[src/rtl/inequality_scanner_pkg.sv]
// Shared widths and scan state encoding for the inequality scanner slice.
package inequality_scanner_pkg;

    localparam int NUM_W = 4;
    localparam int RES_W = 3;
    localparam int DEPTH = 16;
    localparam int CNT_W = 5;

    typedef enum logic [1:0] {
        IDLE   = 2'd0,
        DRIVE  = 2'd1,
        SAMPLE = 2'd2,
        DONE   = 2'd3
    } scan_state_e;

endpackage

[src/rtl/inequality_result_table.sv]
// 16x3 truth-table register file: synchronous write and clear, asynchronous read.
module inequality_result_table
    import inequality_scanner_pkg::*;
(
    input  logic             clk,
    input  logic             reset,
    input  logic             we,
    input  logic [NUM_W-1:0] waddr,
    input  logic [RES_W-1:0] wdata,
    input  logic [NUM_W-1:0] raddr,
    output logic [RES_W-1:0] rdata
);

    logic [RES_W-1:0] mem [DEPTH];

    always_ff @(posedge clk) begin
        if (reset) begin
            for (int i = 0; i < DEPTH; i++) begin
                mem[i] <= '0;
            end
        end else if (we) begin
            mem[waddr] <= wdata;
        end
    end

    // A read of the entry being written returns the old value this cycle.
    assign rdata = mem[raddr];

endmodule

[src/rtl/inequality_scanner.sv]
// Sweeps NUM 0..15 into the Inequality classifier, records each OUT in a table and tallies OUT bits.
//
// state  | meaning
// IDLE   | waiting for start, num_out held at 0
// DRIVE  | num_out = idx, waiting SETTLE cycles for the classifier to settle
// SAMPLE | capture res_in into table[idx] and the bit tallies
// DONE   | one-cycle completion pulse
module inequality_scanner
    import inequality_scanner_pkg::*;
#(
    parameter int SETTLE = 1
) (
    input  logic             clk,
    input  logic             reset,
    input  logic             start,
    output logic [NUM_W-1:0] num_out,
    input  logic [RES_W-1:0] res_in,
    output logic             busy,
    output logic             done,
    input  logic [NUM_W-1:0] rd_addr,
    output logic [RES_W-1:0] rd_data,
    output logic [CNT_W-1:0] cnt2,
    output logic [CNT_W-1:0] cnt1,
    output logic [CNT_W-1:0] cnt0
);

    localparam logic [3:0]       SETTLE_LAST = 4'(SETTLE - 1);
    localparam logic [NUM_W-1:0] LAST_IDX    = NUM_W'(DEPTH - 1);

    scan_state_e      state, state_nxt;
    logic [NUM_W-1:0] idx;
    logic [3:0]       settle_cnt;
    logic             table_we;

    always_comb begin
        state_nxt = state;
        busy      = 1'b0;
        done      = 1'b0;
        table_we  = 1'b0;
        case (state)
            IDLE: begin
                if (start) state_nxt = DRIVE;
            end
            DRIVE: begin
                busy = 1'b1;
                if (settle_cnt == SETTLE_LAST) state_nxt = SAMPLE;
            end
            SAMPLE: begin
                busy      = 1'b1;
                table_we  = 1'b1;
                state_nxt = (idx == LAST_IDX) ? DONE : DRIVE;
            end
            DONE: begin
                busy      = 1'b1;
                done      = 1'b1;
                state_nxt = IDLE;
            end
            default: state_nxt = IDLE;
        endcase
    end

    always_ff @(posedge clk) begin
        if (reset) begin
            state      <= IDLE;
            idx        <= '0;
            settle_cnt <= '0;
            num_out    <= '0;
            cnt2       <= '0;
            cnt1       <= '0;
            cnt0       <= '0;
        end else begin
            state <= state_nxt;
            case (state)
                IDLE: begin
                    if (start) begin
                        idx        <= '0;
                        settle_cnt <= '0;
                        num_out    <= '0;
                        cnt2       <= '0;
                        cnt1       <= '0;
                        cnt0       <= '0;
                    end
                end
                DRIVE: begin
                    if (settle_cnt != SETTLE_LAST) settle_cnt <= settle_cnt + 4'd1;
                end
                SAMPLE: begin
                    cnt2 <= cnt2 + CNT_W'(res_in[2]);
                    cnt1 <= cnt1 + CNT_W'(res_in[1]);
                    cnt0 <= cnt0 + CNT_W'(res_in[0]);
                    // num_out only moves here, so it is stable across DRIVE and SAMPLE of each idx.
                    if (idx != LAST_IDX) begin
                        idx        <= idx + 1'b1;
                        num_out    <= idx + 1'b1;
                        settle_cnt <= '0;
                    end
                end
                DONE: begin
                    num_out <= '0;
                end
                default: ;
            endcase
        end
    end

    inequality_result_table u_table (
        .clk   (clk),
        .reset (reset),
        .we    (table_we),
        .waddr (idx),
        .wdata (res_in),
        .raddr (rd_addr),
        .rdata (rd_data)
    );

endmodule
[config.mk]
export PLATFORM = sky130hd
export DESIGN_NAME = inequality_scanner
export DESIGN_NICKNAME = d
export VERILOG_FILES = /design/src/rtl/inequality_scanner_pkg.sv /design/src/rtl/inequality_result_table.sv /design/src/rtl/inequality_scanner.sv
export SDC_FILE = /design/constraint.sdc
export NUM_CORES = 1
export LEC_CHECK = 0
export ABC_CLOCK_PERIOD_IN_PS = 1900
export BUFFER_PORTS_ARGS = -buffer_cell sky130_fd_sc_hd__buf_2
export CAP_MARGIN = 20
export CORE_MARGIN = 2
export CORE_UTILIZATION = 55
export DETAILED_ROUTE_END_ITERATION = 12
export GPL_TIMING_DRIVEN = 0
export PLACE_DENSITY = 0.77
export SLEW_MARGIN = 5
export SYNTH_ARGS = -nofsm -noshare
export SYNTH_HDL_FRONTEND = slang
export SYNTH_SLANG_ARGS = --single-unit
[constraint.sdc]
create_clock -name clk -period 1.9 [get_ports clk]
set_input_delay 0.19 -clock clk [delete_from_list [all_inputs] [get_ports clk]]
set_output_delay 0.19 -clock clk [all_outputs]
set_load 0.05 [all_outputs]
==> results of run 1 <==
-- power groups by stage --
stage | clock network (mW) | registers, mW | logic, mW
after global placement | 0 | 1.86 | 0.288
after global routing | 1.24 | 1.83 | 0.336
after CTS | 1.19 | 1.82 | 0.304
after detailed placement | 0 | 1.86 | 0.293
after floorplan | 0 | 1.86 | 0.207
final | 1.17 | 1.82 | 0.313
-- flip-flops by register name, indices dropped and copies added, names as in the netlist --
signal,flops
state,2
idx,4
num_out,4
cnt2,5
cnt1,5
cnt0,5
settle_cnt,4
u_table.mem,48
-- what timing repair did --
action | CTS | global route
setup endpoints to repair | 3 | 11
resized for setup | 8 | 11
pin swaps | 0 | 1
-- cell families after synthesis --
family | count (synthesis) | synth area share
multiplexers | 13 | 0.0827
AND/OR/NAND/NOR | 160 | 0.223
adder cells (fa/ha/maj) | 13 | 0.0422
flip-flops | 77 | 0.524
XOR/XNOR | 2 | 0.00454
buffers and inverters | 24 | 0.0305
AO/OA/AOI/OAI | 50 | 0.0924
-- area by class of cell --
class	instances	share of cell area
multi-input cells	238	0.397
well taps	96	0.0276
plain buffers	17	0.0210
clock buffers	10	0.0293
clock inverters	6	0.0124
inverters	7	0.00603
flip-flops and latches	77	0.464
repair buffers	33	0.0422
-- metal layers --
| metal | share of wire | up-vias | track usage |
|---|---|---|---|
| met4 | 0.024 | 0 | 0.105 |
| met5 | 0 | - | 0 |
| li1 | - | 1304 | - |
| met2 | 0.50 | 51 | 0.356 |
| met1 | 0.44 | 1265 | 0.250 |
| met3 | 0.035 | 13 | 0.0273 |
-- through the flow --
stage | total power [mW] | area [µm²] | cells | worst slack, ns
after detailed placement | 2.15 | 4140 | 468 | 0.0486
after CTS | 3.31 | 4340 | 484 | 0.00103
final | 3.31 | 4360 | 484 | 0.0301
after floorplan | 2.07 | 3860 | 339 | 0.290
after global routing | 3.40 | 4360 | 484 | 0.00242
after global placement | 2.15 | 4140 | 468 | 0.0810
-- how the worst min path moves through the flow --
| stage | start | endpoint | slack (ns) |
|---|---|---|---|
| after floorplan | res_in[2] | u_table.mem[0][2] | 0.39 |
| after global placement | num_out[1] | num_out[1] | 0.44 |
| after detailed placement | num_out[3] | num_out[3] | 0.44 |
| after CTS | res_in[2] | u_table.mem[5][2] | 0.25 |
| after global routing | res_in[2] | u_table.mem[0][2] | 0.28 |
| final | res_in[2] | u_table.mem[0][2] | 0.26 |
-- cell usage in the layout (no fill, tap or decap), types with 2 or more instances in the layout --
cell                       Yosys  final
sky130_fd_sc_hd__a22oi_1      14     10
sky130_fd_sc_hd__buf_4         2      2
sky130_fd_sc_hd__nor3_1        5      2
sky130_fd_sc_hd__ha_1         13     13
sky130_fd_sc_hd__clkbuf_8      0      9
sky130_fd_sc_hd__dfxtp_1      29     29
sky130_fd_sc_hd__a211oi_1      2      2
sky130_fd_sc_hd__buf_2         4     34
sky130_fd_sc_hd__mux4_1       10      4
sky130_fd_sc_hd__nand2b_1      5      5
sky130_fd_sc_hd__nor3b_1       4      4
sky130_fd_sc_hd__and2_1       50     50
sky130_fd_sc_hd__mux4_2        2      8
sky130_fd_sc_hd__o21ai_0       6      6
sky130_fd_sc_hd__clkinv_1      0      3
sky130_fd_sc_hd__or2_2        17     17
sky130_fd_sc_hd__buf_6         2      5
sky130_fd_sc_hd__a22oi_2       0      4
sky130_fd_sc_hd__edfxtp_1     48     48
sky130_fd_sc_hd__a21oi_1      13     13
sky130_fd_sc_hd__clkbuf_1      9     10
sky130_fd_sc_hd__nor2b_1       4      4
sky130_fd_sc_hd__a311oi_1      5      5
sky130_fd_sc_hd__nand3_1      10     10
sky130_fd_sc_hd__nor3_2        0      3
sky130_fd_sc_hd__nor2_1       41     41
sky130_fd_sc_hd__nand2_1      18     18
sky130_fd_sc_hd__inv_1         7      7
==> flow_summary.html, run 1 <==
<table>
<tr><th>Metric</th><th>Value</th></tr>
<tr><th colspan="2">Finish</th></tr>
<tr><td>Area used by multi-input combinational logic</td><td>1730 µm²</td></tr>
<tr><td>Fill count</td><td>539</td></tr>
<tr><td>Area added between synthesis and finish</td><td>12.9%</td></tr>
<tr><td>Final net count</td><td>406</td></tr>
<tr><td># diodes</td><td>0</td></tr>
<tr><td>Fraction of layout cells with a size suffix above 1</td><td>0.237</td></tr>
<tr><td>Core utilization of the finished layout</td><td>0.641</td></tr>
<tr><td>Reg area</td><td>2020 µm²</td></tr>
<tr><th colspan="2">Synthesis</th></tr>
<tr><td>Leading cell types by count after synthesis</td><td>50 x sky130_fd_sc_hd__and2_1, 48 x sky130_fd_sc_hd__edfxtp_1, 41 x sky130_fd_sc_hd__nor2_1, 29 x sky130_fd_sc_hd__dfxtp_1, 18 x sky130_fd_sc_hd__nand2_1</td></tr>
<tr><td>Average footprint of a synthesized cell</td><td>11.4 µm²</td></tr>
<tr><td>Most common cell in the synthesized netlist</td><td>sky130_fd_sc_hd__and2_1</td></tr>
<tr><td>Area share of the largest cell type after synthesis</td><td>0.374</td></tr>
<tr><td>Syn Nets</td><td>362</td></tr>
<tr><td>Fraction of registers with async set/reset</td><td>0</td></tr>
<tr><td>Combined area of all synthesized cells</td><td>3860 µm²</td></tr>
<tr><td>Number of synthesized flops with an enable pin</td><td>48</td></tr>
<tr><td>Count of unique library cells instantiated by Yosys</td><td>43</td></tr>
<tr><td>Synth Warn #</td><td>0</td></tr>
<tr><td>Synth area leaders</td><td>sky130_fd_sc_hd__edfxtp_1 37%, sky130_fd_sc_hd__dfxtp_1 15%, sky130_fd_sc_hd__and2_1 8.1%</td></tr>
<tr><td>Share of the yosys chip area belonging to registers</td><td>0.524</td></tr>
<tr><td>Library cell with the largest summed area after synthesis</td><td>sky130_fd_sc_hd__edfxtp_1</td></tr>
<tr><td>Flip-flop and latch count after synthesis</td><td>77</td></tr>
<tr><td>Cells after Synth</td><td>339</td></tr>
<tr><td>Most used flip-flop cell after synthesis</td><td>sky130_fd_sc_hd__edfxtp_1</td></tr>
<tr><th colspan="2">Die</th></tr>
<tr><td>Initial core utilization</td><td>0.568</td></tr>
<tr><td>Row count</td><td>30</td></tr>
<tr><td>I/O Pins</td><td>34</td></tr>
<tr><td>Height of the die</td><td>87.7 µm</td></tr>
<tr><td>Die footprint</td><td>7700 µm²</td></tr>
<tr><td>DIE WIDTH</td><td>87.7 µm</td></tr>
<tr><td>Std-Cell Core Area</td><td>6790 µm²</td></tr>
<tr><th colspan="2">Power and ir drop</th></tr>
<tr><td>Largest vdd supply drop</td><td>0.394 mV</td></tr>
<tr><td>Part of the power in registers</td><td>0.551</td></tr>
<tr><td>Clock Power Share</td><td>0.354</td></tr>
<tr><td>Internal Dissipation</td><td>2.52 mW</td></tr>
<tr><td>Reported net switching power</td><td>0.790 mW</td></tr>
<tr><td>Proportion of total power due to net switching</td><td>0.239</td></tr>
<tr><td>Combinational fraction of design power</td><td>0.094</td></tr>
<tr><td>Static power due to leakage</td><td>1.68 nW</td></tr>
<tr><td>Power per unit of standard cell area</td><td>760 nW/µm²</td></tr>
<tr><th colspan="2">Setup path</th></tr>
<tr><td>Kind of launch point of the worst setup path</td><td>register</td></tr>
<tr><td>Largest fanout of any net on the critical path</td><td>1</td></tr>
<tr><td>Worst setup EP type</td><td>output port</td></tr>
<tr><td>Data required time of the critical path</td><td>1.71 ns</td></tr>
<tr><td>Slack of the worst reg-to-reg path</td><td>0.14 ns</td></tr>
<tr><td>Largest stage delay on the critical path</td><td>0.51 ns</td></tr>
<tr><td>Critical path data arrival time</td><td>1.68 ns</td></tr>
<tr><td>Crit path depth</td><td>4</td></tr>
<tr><td>Origin of the worst setup path</td><td>u_table.mem[13][0]</td></tr>
<tr><td>Cell depth of the worst flop-to-flop path</td><td>4</td></tr>
<tr><td>Classification of the worst setup path</td><td>reg -&gt; out</td></tr>
<tr><td>Critical Path, Cell by Cell</td><td>mux4_2 -&gt; a22oi_2 -&gt; nand2_1 -&gt; buf_6</td></tr>
<tr><td>Crit-path leading delay family</td><td>multiplexers</td></tr>
<tr><td>Worst flop-to-flop path endpoint</td><td>u_table.mem[15][1]</td></tr>
<tr><td>Startpoint of the most critical register-to-register path</td><td>idx[1]</td></tr>
<tr><td>Timing endpoint of the critical path</td><td>rd_data[0]</td></tr>
<tr><td>Crit path max-delay cell type</td><td>sky130_fd_sc_hd__mux4_2</td></tr>
<tr><td>Buffering stage count on the worst path with inverters included</td><td>1</td></tr>
<tr><th colspan="2">Routing</th></tr>
<tr><td>Drc violations</td><td>0</td></tr>
<tr><td>WL final</td><td>7480 µm</td></tr>
<tr><td>TritonRoute pass-1 iters</td><td>5</td></tr>
<tr><td>Initial detailed-routing violation count</td><td>83</td></tr>
<tr><td>Routed vias/inst</td><td>5.44</td></tr>
<tr><td>Post-DRT Antenna Nets</td><td>0</td></tr>
<tr><td>Vias</td><td>2633</td></tr>
<tr><td>Mean routed wirelength per cell</td><td>15.4 µm</td></tr>
<tr><th colspan="2">Flow run</th></tr>
<tr><td>Number of violations of the max-capacitance limit</td><td>0</td></tr>
<tr><th colspan="2">STA</th></tr>
<tr><td>Worst-case headroom to the max-slew limit</td><td>0.598</td></tr>
<tr><td>Slew at the pin closest to its max-slew limit</td><td>0.604 ns</td></tr>
<tr><td>Final setup TNS</td><td>0 ns</td></tr>
<tr><td>Final-report setup violation count</td><td>0</td></tr>
<tr><td>Final number of max-transition violations</td><td>0</td></tr>
<tr><td>Setup skew after layout</td><td>0.00646 ns</td></tr>
<tr><td>Minimum clock period after layout</td><td>1.87 ns</td></tr>
<tr><td>Final Hold Viols</td><td>0</td></tr>
<tr><td>Max Freq</td><td>0.535 GHz</td></tr>
<tr><td>RSZ-0062 raised after global routing</td><td>no</td></tr>
<tr><td>Period utilisation layout</td><td>0.984</td></tr>
<tr><td>Final hold slack</td><td>0.265 ns</td></tr>
<tr><th colspan="2">Clocking</th></tr>
<tr><td>Number of clock sinks</td><td>77</td></tr>
<tr><td>Number of hold buffers added after cts</td><td>0</td></tr>
<tr><td>Clock transition at path regs</td><td>0.07 ns</td></tr>
<tr><td>Clock insertion delay at the later pin of the skew report</td><td>0.35 ns</td></tr>
<tr><td>Buffer depth of the longest clock path</td><td>2</td></tr>
<tr><td>Number of setup buffers added after CTS</td><td>0</td></tr>
<tr><td>CTS buffer count</td><td>9</td></tr>
<tr><td>Buffer type at the clock tree root</td><td>sky130_fd_sc_hd__clkbuf_8</td></tr>
<tr><td>TritonCTS clock tree</td><td>done</td></tr>
<tr><td>Depth of the CTS H-tree</td><td>3</td></tr>
<tr><th colspan="2">Global routing</th></tr>
<tr><td>Global-route usage over all layers</td><td>0.205</td></tr>
<tr><td>Number of global-route vias before repair</td><td>2500</td></tr>
<tr><td>Number of antenna violations at the first check in global routing</td><td>0</td></tr>
<tr><td>Maximum number of pins on one net before global-route repair</td><td>13</td></tr>
<tr><td>Global-route wire length before repair</td><td>11700 µm</td></tr>
<tr><td>Global-route congestion overflow total</td><td>0</td></tr>
<tr><th colspan="2">Placed design</th></tr>
<tr><td>Post-detailed-placement half-perimeter wirelength</td><td>5340 µm</td></tr>
<tr><td>Gpl congestion</td><td>0.785</td></tr>
<tr><td>I/O Buffers</td><td>33</td></tr>
<tr><th colspan="2">Min path</th></tr>
<tr><td>Number of stages on the worst hold path</td><td>2</td></tr>
<tr><td>Class of the most critical hold timing path</td><td>in -&gt; reg</td></tr>
<tr><th colspan="2">Run status</th></tr>
<tr><td>Outcome</td><td>completed</td></tr>
</table>
Power figures use the tool's default switching activity.
==> run 2: changes to the inputs <==
Settings changed: CORE_ASPECT_RATIO set to 0.8.
==> run 2 against run 1 <==
  * First-iteration DRC count rose by 30%
  * Clock power barely moved
  * Power fell by 0.68%
  * Cell area fell by 0.29%
  * Worst setup slack got worse by 0.011 ns
  * Register-to-register slack got worse by 0.02 ns
  * Sequential cell count did not move
  * Combinational power rose by 2%
  * Critical endpoint unchanged
  * Largest cell class unchanged
==> flow_summary.html, run 2 (synthesis gave the netlist of run 1 again) <==
<table>
<tr><th>Metric</th><th>Value</th></tr>
<tr><th colspan="2">Die</th></tr>
<tr><td>I/O Pins</td><td>34</td></tr>
<tr><td>Die footprint</td><td>7700 µm²</td></tr>
<tr><td>Height of the die</td><td>78.9 µm</td></tr>
<tr><td>Initial core utilization</td><td>0.565</td></tr>
<tr><td>DIE WIDTH</td><td>97.6 µm</td></tr>
<tr><td>Row count</td><td>27</td></tr>
<tr><td>Std-Cell Core Area</td><td>6820 µm²</td></tr>
<tr><th colspan="2">Setup path</th></tr>
<tr><td>Cell depth of the worst flop-to-flop path</td><td>4</td></tr>
<tr><td>Worst flop-to-flop path endpoint</td><td>u_table.mem[15][1]</td></tr>
<tr><td>Startpoint of the most critical register-to-register path</td><td>idx[0]</td></tr>
<tr><td>Worst setup EP type</td><td>output port</td></tr>
<tr><td>Critical path data arrival time</td><td>1.69 ns</td></tr>
<tr><td>Data required time of the critical path</td><td>1.71 ns</td></tr>
<tr><td>Kind of launch point of the worst setup path</td><td>register</td></tr>
<tr><td>Classification of the worst setup path</td><td>reg -&gt; out</td></tr>
<tr><td>Slack of the worst reg-to-reg path</td><td>0.12 ns</td></tr>
<tr><td>Largest fanout of any net on the critical path</td><td>1</td></tr>
<tr><th colspan="2">Finish</th></tr>
<tr><td>Register name with the most flops</td><td>u_table.mem</td></tr>
<tr><td>Most common cell after layout, fill and taps aside</td><td>sky130_fd_sc_hd__and2_1</td></tr>
<tr><td>Area added between synthesis and finish</td><td>12.6%</td></tr>
<tr><td>Area of all placed cells without fillers</td><td>4340 µm²</td></tr>
<tr><td>Final net count</td><td>406</td></tr>
<tr><td>Fraction of layout cells with a size suffix above 1</td><td>0.247</td></tr>
<tr><td>Commonest cells after routing, fill and taps aside</td><td>50 x sky130_fd_sc_hd__and2_1, 48 x sky130_fd_sc_hd__edfxtp_1, 41 x sky130_fd_sc_hd__nor2_1</td></tr>
<tr><td>Number of flip-flops in the largest register</td><td>48</td></tr>
<tr><td>Core utilization of the finished layout</td><td>0.636</td></tr>
<tr><td># diodes</td><td>0</td></tr>
<tr><th colspan="2">Routing</th></tr>
<tr><td>Routed length on met3</td><td>362 µm</td></tr>
<tr><td>Highest metal layer with signal wires</td><td>met4</td></tr>
<tr><td>WL final</td><td>7850 µm</td></tr>
<tr><td>Routed vias/inst</td><td>5.61</td></tr>
<tr><td>Post-DRT Antenna Nets</td><td>0</td></tr>
<tr><td>TritonRoute pass-1 iters</td><td>4</td></tr>
<tr><td>Amount of wire on met2 after detailed routing</td><td>3760 µm</td></tr>
<tr><td>Met1 Wirelength</td><td>3650 µm</td></tr>
<tr><td>Mean routed wirelength per cell</td><td>16.5 µm</td></tr>
<tr><td>Drc violations</td><td>0</td></tr>
<tr><td>Initial detailed-routing violation count</td><td>108</td></tr>
<tr><td>Vias</td><td>2664</td></tr>
<tr><th colspan="2">STA</th></tr>
<tr><td>Slew at the pin closest to its max-slew limit</td><td>0.575 ns</td></tr>
<tr><td>Period utilisation layout</td><td>0.990</td></tr>
<tr><td>Worst-case headroom to the max-slew limit</td><td>0.617</td></tr>
<tr><td>Max Freq</td><td>0.532 GHz</td></tr>
<tr><td>Final Hold Viols</td><td>0</td></tr>
<tr><td>Minimum clock period after layout</td><td>1.88 ns</td></tr>
<tr><td>Final number of max-transition violations</td><td>0</td></tr>
<tr><td>Setup skew after layout</td><td>0.00963 ns</td></tr>
<tr><td>Final-report setup violation count</td><td>0</td></tr>
<tr><td>RSZ-0062 raised after global routing</td><td>yes</td></tr>
<tr><th colspan="2">Clocking</th></tr>
<tr><td>Clock insertion delay at the later pin of the skew report</td><td>0.35 ns</td></tr>
<tr><td>Clock transition at path regs</td><td>0.09 ns</td></tr>
<tr><td>Depth of the CTS H-tree</td><td>3</td></tr>
<tr><td>Buffer type at the clock tree root</td><td>sky130_fd_sc_hd__clkbuf_8</td></tr>
<tr><td>Buffer depth of the longest clock path</td><td>2</td></tr>
<tr><td>TritonCTS clock tree</td><td>done</td></tr>
<tr><td>Number of clock sinks</td><td>77</td></tr>
<tr><td>Number of hold buffers added after cts</td><td>0</td></tr>
<tr><td>CTS buffer count</td><td>9</td></tr>
<tr><th colspan="2">Global routing</th></tr>
<tr><td>Number of antenna violations at the first check in global routing</td><td>0</td></tr>
<tr><td>Global-route wire length before repair</td><td>12400 µm</td></tr>
<tr><td>Global-route congestion overflow total</td><td>0</td></tr>
<tr><td>Number of global-route vias before repair</td><td>2478</td></tr>
<tr><td>Global-route usage over all layers</td><td>0.210</td></tr>
<tr><td>Maximum number of pins on one net before global-route repair</td><td>16</td></tr>
<tr><th colspan="2">Placed design</th></tr>
<tr><td>Gpl congestion</td><td>0.848</td></tr>
<tr><td>Post-detailed-placement half-perimeter wirelength</td><td>5610 µm</td></tr>
<tr><td>I/O Buffers</td><td>33</td></tr>
<tr><td>DP Area</td><td>4130 µm²</td></tr>
<tr><th colspan="2">Power and ir drop</th></tr>
<tr><td>Largest vdd supply drop</td><td>0.392 mV</td></tr>
<tr><td>Power per unit of standard cell area</td><td>757 nW/µm²</td></tr>
<tr><td>Static power due to leakage</td><td>1.67 nW</td></tr>
<tr><th colspan="2">Run status</th></tr>
<tr><td>Outcome</td><td>completed</td></tr>
<tr><th colspan="2">Min path</th></tr>
<tr><td>Class of the most critical hold timing path</td><td>in -&gt; reg</td></tr>
<tr><td>Hold EP</td><td>u_table.mem[14][1]</td></tr>
<tr><td>Number of stages on the worst hold path</td><td>2</td></tr>
<tr><td>Hold path startpoint</td><td>res_in[1]</td></tr>
<tr><th colspan="2">Flow run</th></tr>
<tr><td>Number of violations of the max-capacitance limit</td><td>0</td></tr>
</table>
-- run 2: cell count changes in the layout (fill, tap and decap cells not counted) --
cell                        delta
sky130_fd_sc_hd__a22oi_1       -2
sky130_fd_sc_hd__clkinv_4      +2
sky130_fd_sc_hd__clkbuf_1      -1
sky130_fd_sc_hd__clkinv_1      -3
sky130_fd_sc_hd__a22oi_2       +2
sky130_fd_sc_hd__inv_6         +3
sky130_fd_sc_hd__bufinv_16     -1
sky130_fd_sc_hd__nor3_2        -2
sky130_fd_sc_hd__nor3_1        +2
-- run 2: how the worst max path moves through the flow --
stage,startpoint,end,slack (ns),depth (start not counted)
after floorplan,cnt0[0],cnt0[4],0.29,6
after global placement,state[1],u_table.mem[1][1],0.13,5
after detailed placement,reset,u_table.mem[15][0],0.11,4
after CTS,u_table.mem[10][2],rd_data[2],0.009,4
after global routing,u_table.mem[12][0],rd_data[0],-0.06,4
final,u_table.mem[12][0],rd_data[0],0.02,4
-- run 2: cell type report --
type	instances	area, µm²
buffer	17	91.3
clock buffer	9	124
clock inverter	7	56.3
fill	552	2480
inverter	7	26.3
multi-input combinational	238	1730
sequential	77	2020
tap	87	109
timing repair buffer	33	184
-- run 2: layer usage --
metal	vias to the layer above	GRT usage
met3	9	0.0484
li1	1306	-
met5	-	0
met1	1283	0.287
met2	66	0.339
met4	0	0.0625
-- run 2: power breakdown --
group	switching [mW]	internal, mW
Sequential	0.0175	1.81
Combinational	0.199	0.120
Clock	0.652	0.490
-- run 2: worst max-delay path, stage by stage, from the launching register on --
cell and delay, ns:
sky130_fd_sc_hd__edfxtp_1 0.41, sky130_fd_sc_hd__mux4_2 0.51, sky130_fd_sc_hd__a22oi_2 0.18, sky130_fd_sc_hd__nand2_1 0.08, sky130_fd_sc_hd__buf_6 0.15
-- run 2: through the flow --
step | power [mW] | hold slack [ns] | instances | setup TNS (ns) | worst slack (ns)
5_1_grt | 3.38 | 0.243 | 475 | -0.110 | -0.0583
3_5_place_dp | 2.16 | 0.447 | 459 | 0 | 0.111
2_1_floorplan | 2.07 | 0.388 | 339 | 0 | 0.290
4_1_cts | 3.29 | 0.233 | 475 | 0 | 0.00872
6_report | 3.29 | 0.242 | 475 | 0 | 0.0194
3_3_place_gp | 2.15 | 0.445 | 459 | 0 | 0.133
-- run 2: what timing repair did --
| item | in CTS | in global routing |
|---|---|---|
| endpoints found under the hold margin | 0 | 0 |
| resized for setup | 13 | 6 |
| setup endpoints to repair | 3 | 6 |
| buffers inserted | 0 | 0 |
| pin swaps | 2 | 1 |
==> run 3: changes to the inputs <==
==> constraint.sdc (replaced) <==
create_clock -name clk -period 1.9 [get_ports clk]
set_input_delay 0.38 -clock clk [delete_from_list [all_inputs] [get_ports clk]]
set_output_delay 0.38 -clock clk [all_outputs]
set_load 0.05 [all_outputs]
==> run 3 against run 2 <==
  * The run now ends with setup timing left
  * Register-to-register slack barely moved
  * Count of clock-buffer cells in the layout stayed put
  * Worst hold slack improved by 0.19 ns
  * Cell count up 0.21%
  * Global-route usage grew 1.0 points
  * Via count grew 0.34%
  * Power increased by 4.3%
  * Sequential share of layout area shrank 0.62 points
  * Clock power is 11% higher
  * Largest cell class unchanged
==> flow_summary.html, run 3 (synthesis gave the netlist of run 1 again) <==
<table>
<tr><th>Metric</th><th>Value</th></tr>
<tr><th colspan="2">STA</th></tr>
<tr><td>Max Freq</td><td>0.487 GHz</td></tr>
<tr><td>Minimum clock period after layout</td><td>2.05 ns</td></tr>
<tr><td>RSZ-0062 raised after global routing</td><td>yes</td></tr>
<tr><td>Final Hold Viols</td><td>0</td></tr>
<tr><td>Period utilisation layout</td><td>1.08</td></tr>
<tr><td>Final setup TNS</td><td>-0.454 ns</td></tr>
<tr><td>Final hold slack</td><td>0.434 ns</td></tr>
<tr><td>Setup slack of the critical path after layout</td><td>-0.154 ns</td></tr>
<tr><td>Final number of max-transition violations</td><td>0</td></tr>
<tr><td>Setup skew after layout</td><td>0.0105 ns</td></tr>
<tr><td>Worst-case headroom to the max-slew limit</td><td>0.637</td></tr>
<tr><td>Slew at the pin closest to its max-slew limit</td><td>0.545 ns</td></tr>
<tr><td>Final-report setup violation count</td><td>3</td></tr>
<tr><th colspan="2">Finish</th></tr>
<tr><td># diodes</td><td>0</td></tr>
<tr><td>Register name with the most flops</td><td>u_table.mem</td></tr>
<tr><td>Fraction of layout cells with a size suffix above 1</td><td>0.252</td></tr>
<tr><td>Core utilization of the finished layout</td><td>0.645</td></tr>
<tr><td>Most common cell after layout, fill and taps aside</td><td>sky130_fd_sc_hd__and2_1</td></tr>
<tr><td>Area added between synthesis and finish</td><td>14.1%</td></tr>
<tr><td>Non-filler instance count after layout</td><td>476</td></tr>
<tr><td>Final net count</td><td>407</td></tr>
<tr><td>Commonest cells after routing, fill and taps aside</td><td>50 x sky130_fd_sc_hd__and2_1, 48 x sky130_fd_sc_hd__edfxtp_1, 41 x sky130_fd_sc_hd__nor2_1</td></tr>
<tr><td>Area of all placed cells without fillers</td><td>4400 µm²</td></tr>
<tr><td>Number of flip-flops in the largest register</td><td>48</td></tr>
<tr><th colspan="2">Setup path</th></tr>
<tr><td>Largest fanout of any net on the critical path</td><td>1</td></tr>
<tr><td>Critical path data arrival time</td><td>1.67 ns</td></tr>
<tr><td>Classification of the worst setup path</td><td>reg -&gt; out</td></tr>
<tr><td>Worst setup EP type</td><td>output port</td></tr>
<tr><td>Kind of launch point of the worst setup path</td><td>register</td></tr>
<tr><td>Data required time of the critical path</td><td>1.52 ns</td></tr>
<tr><th colspan="2">Placed design</th></tr>
<tr><td>Post-detailed-placement half-perimeter wirelength</td><td>5590 µm</td></tr>
<tr><td>I/O Buffers</td><td>33</td></tr>
<tr><td>DP Area</td><td>4130 µm²</td></tr>
<tr><td>DP Worst Slack</td><td>-0.310 ns</td></tr>
<tr><td>Gpl congestion</td><td>0.831</td></tr>
<tr><td>Cell total after placement</td><td>459</td></tr>
<tr><th colspan="2">Die</th></tr>
<tr><td>Initial core utilization</td><td>0.565</td></tr>
<tr><td>Height of the die</td><td>78.9 µm</td></tr>
<tr><td>Row count</td><td>27</td></tr>
<tr><td>Std-Cell Core Area</td><td>6820 µm²</td></tr>
<tr><td>I/O Pins</td><td>34</td></tr>
<tr><td>Die footprint</td><td>7700 µm²</td></tr>
<tr><td>DIE WIDTH</td><td>97.6 µm</td></tr>
<tr><th colspan="2">Clocking</th></tr>
<tr><td>Clock insertion delay at the later pin of the skew report</td><td>0.35 ns</td></tr>
<tr><td>Depth of the CTS H-tree</td><td>3</td></tr>
<tr><td>Number of hold buffers added after cts</td><td>0</td></tr>
<tr><td>TritonCTS clock tree</td><td>done</td></tr>
<tr><td>Clock transition at path regs</td><td>0.09 ns</td></tr>
<tr><td>Buffer type at the clock tree root</td><td>sky130_fd_sc_hd__clkbuf_8</td></tr>
<tr><td>Buffer depth of the longest clock path</td><td>2</td></tr>
<tr><td>CTS buffer count</td><td>9</td></tr>
<tr><td>Number of clock sinks</td><td>77</td></tr>
<tr><th colspan="2">Global routing</th></tr>
<tr><td>Global-route congestion overflow total</td><td>0</td></tr>
<tr><td>Number of global-route vias before repair</td><td>2628</td></tr>
<tr><td>Maximum number of pins on one net before global-route repair</td><td>16</td></tr>
<tr><td>Number of antenna violations at the first check in global routing</td><td>0</td></tr>
<tr><td>Global-route usage over all layers</td><td>0.220</td></tr>
<tr><td>Global-route wire length before repair</td><td>13000 µm</td></tr>
<tr><th colspan="2">Power and ir drop</th></tr>
<tr><td>Power per unit of standard cell area</td><td>779 nW/µm²</td></tr>
<tr><td>Sum of internal, switching and leakage power</td><td>3.43 mW</td></tr>
<tr><td>Largest vdd supply drop</td><td>0.465 mV</td></tr>
<tr><td>Static power due to leakage</td><td>1.70 nW</td></tr>
<tr><th colspan="2">Routing</th></tr>
<tr><td>Initial detailed-routing violation count</td><td>212</td></tr>
<tr><td>Mean routed wirelength per cell</td><td>16.7 µm</td></tr>
<tr><td>WL final</td><td>7960 µm</td></tr>
<tr><td>TritonRoute pass-1 iters</td><td>5</td></tr>
<tr><td>Routed vias/inst</td><td>5.62</td></tr>
<tr><td>Post-DRT Antenna Nets</td><td>0</td></tr>
<tr><td>Vias</td><td>2673</td></tr>
<tr><td>Drc violations</td><td>0</td></tr>
<tr><th colspan="2">Run status</th></tr>
<tr><td>Violated checks</td><td>setup timing</td></tr>
<tr><td>Outcome</td><td>finished, violations left</td></tr>
<tr><th colspan="2">Flow run</th></tr>
<tr><td>Number of violations of the max-capacitance limit</td><td>0</td></tr>
<tr><th colspan="2">Min path</th></tr>
<tr><td>Class of the most critical hold timing path</td><td>in -&gt; reg</td></tr>
</table>
run 3: cell count changes in the layout (fill, tap and decap cells not counted), sizes merged:
| cell | previous run | this run |
|---|---|---|
| inv | 10 | 11 |
| clkinv | 3 | 0 |
| clkbuf | 18 | 20 |
| buf | 41 | 40 |
| bufinv | 0 | 1 |
| clkinvlp | 1 | 2 |
run 3: where the power goes:
| part | internal [mW] | switching [mW] |
|---|---|---|
| Combinational | 0.128 | 0.202 |
| Clock | 0.626 | 0.648 |
| Sequential | 1.81 | 0.0169 |
run 3: worst paths after layout:
check	depth (start not counted)	slack, ns	endpoint	start
worst max register to register	4	0.12	u_table.mem[15][0]	idx[0]
worst min-delay path	2	0.43	u_table.mem[14][1]	res_in[1]
worst min register to register	1	0.47	cnt1[4]	cnt1[4]
worst max-delay path	4	-0.15	rd_data[2]	u_table.mem[12][2]
run 3: layout make-up:
type / count / area [µm²]
plain buffers: 17 / 101
clock buffers: 9 / 124
clock inverters: 7 / 80.1
fillers: 571 / 2420
inverters: 7 / 26.3
multi-input cells: 238 / 1730
flip-flops and latches: 77 / 2020
well taps: 87 / 109
repair buffers: 34 / 211
run 3: worst max-delay path, cell delays in order, from the launching register on:
cell and delay [ns]:
sky130_fd_sc_hd__edfxtp_1 0.39, sky130_fd_sc_hd__mux4_2 0.51, sky130_fd_sc_hd__a22oi_2 0.19, sky130_fd_sc_hd__nand2_1 0.08, sky130_fd_sc_hd__buf_6 0.15
run 3: layer usage:
layer  wire (µm)  GRT usage  part of all wire  vias to the layer above
met1        3570      0.297              0.45                     1291
met4          98     0.0597             0.012                        0
li1            -          -                 -                     1306
met5           0          0                 0                        -
met2        3870      0.360              0.49                       66
met3         418     0.0555             0.053                       10
run 3: repair_timing:
action	4_1_cts	5_1_grt
endpoints found under the setup margin	3	6
hold endpoints to repair	0	0
gates cloned	0	1
buffers inserted	0	0
gates resized for setup	17	5
pin swaps	4	0
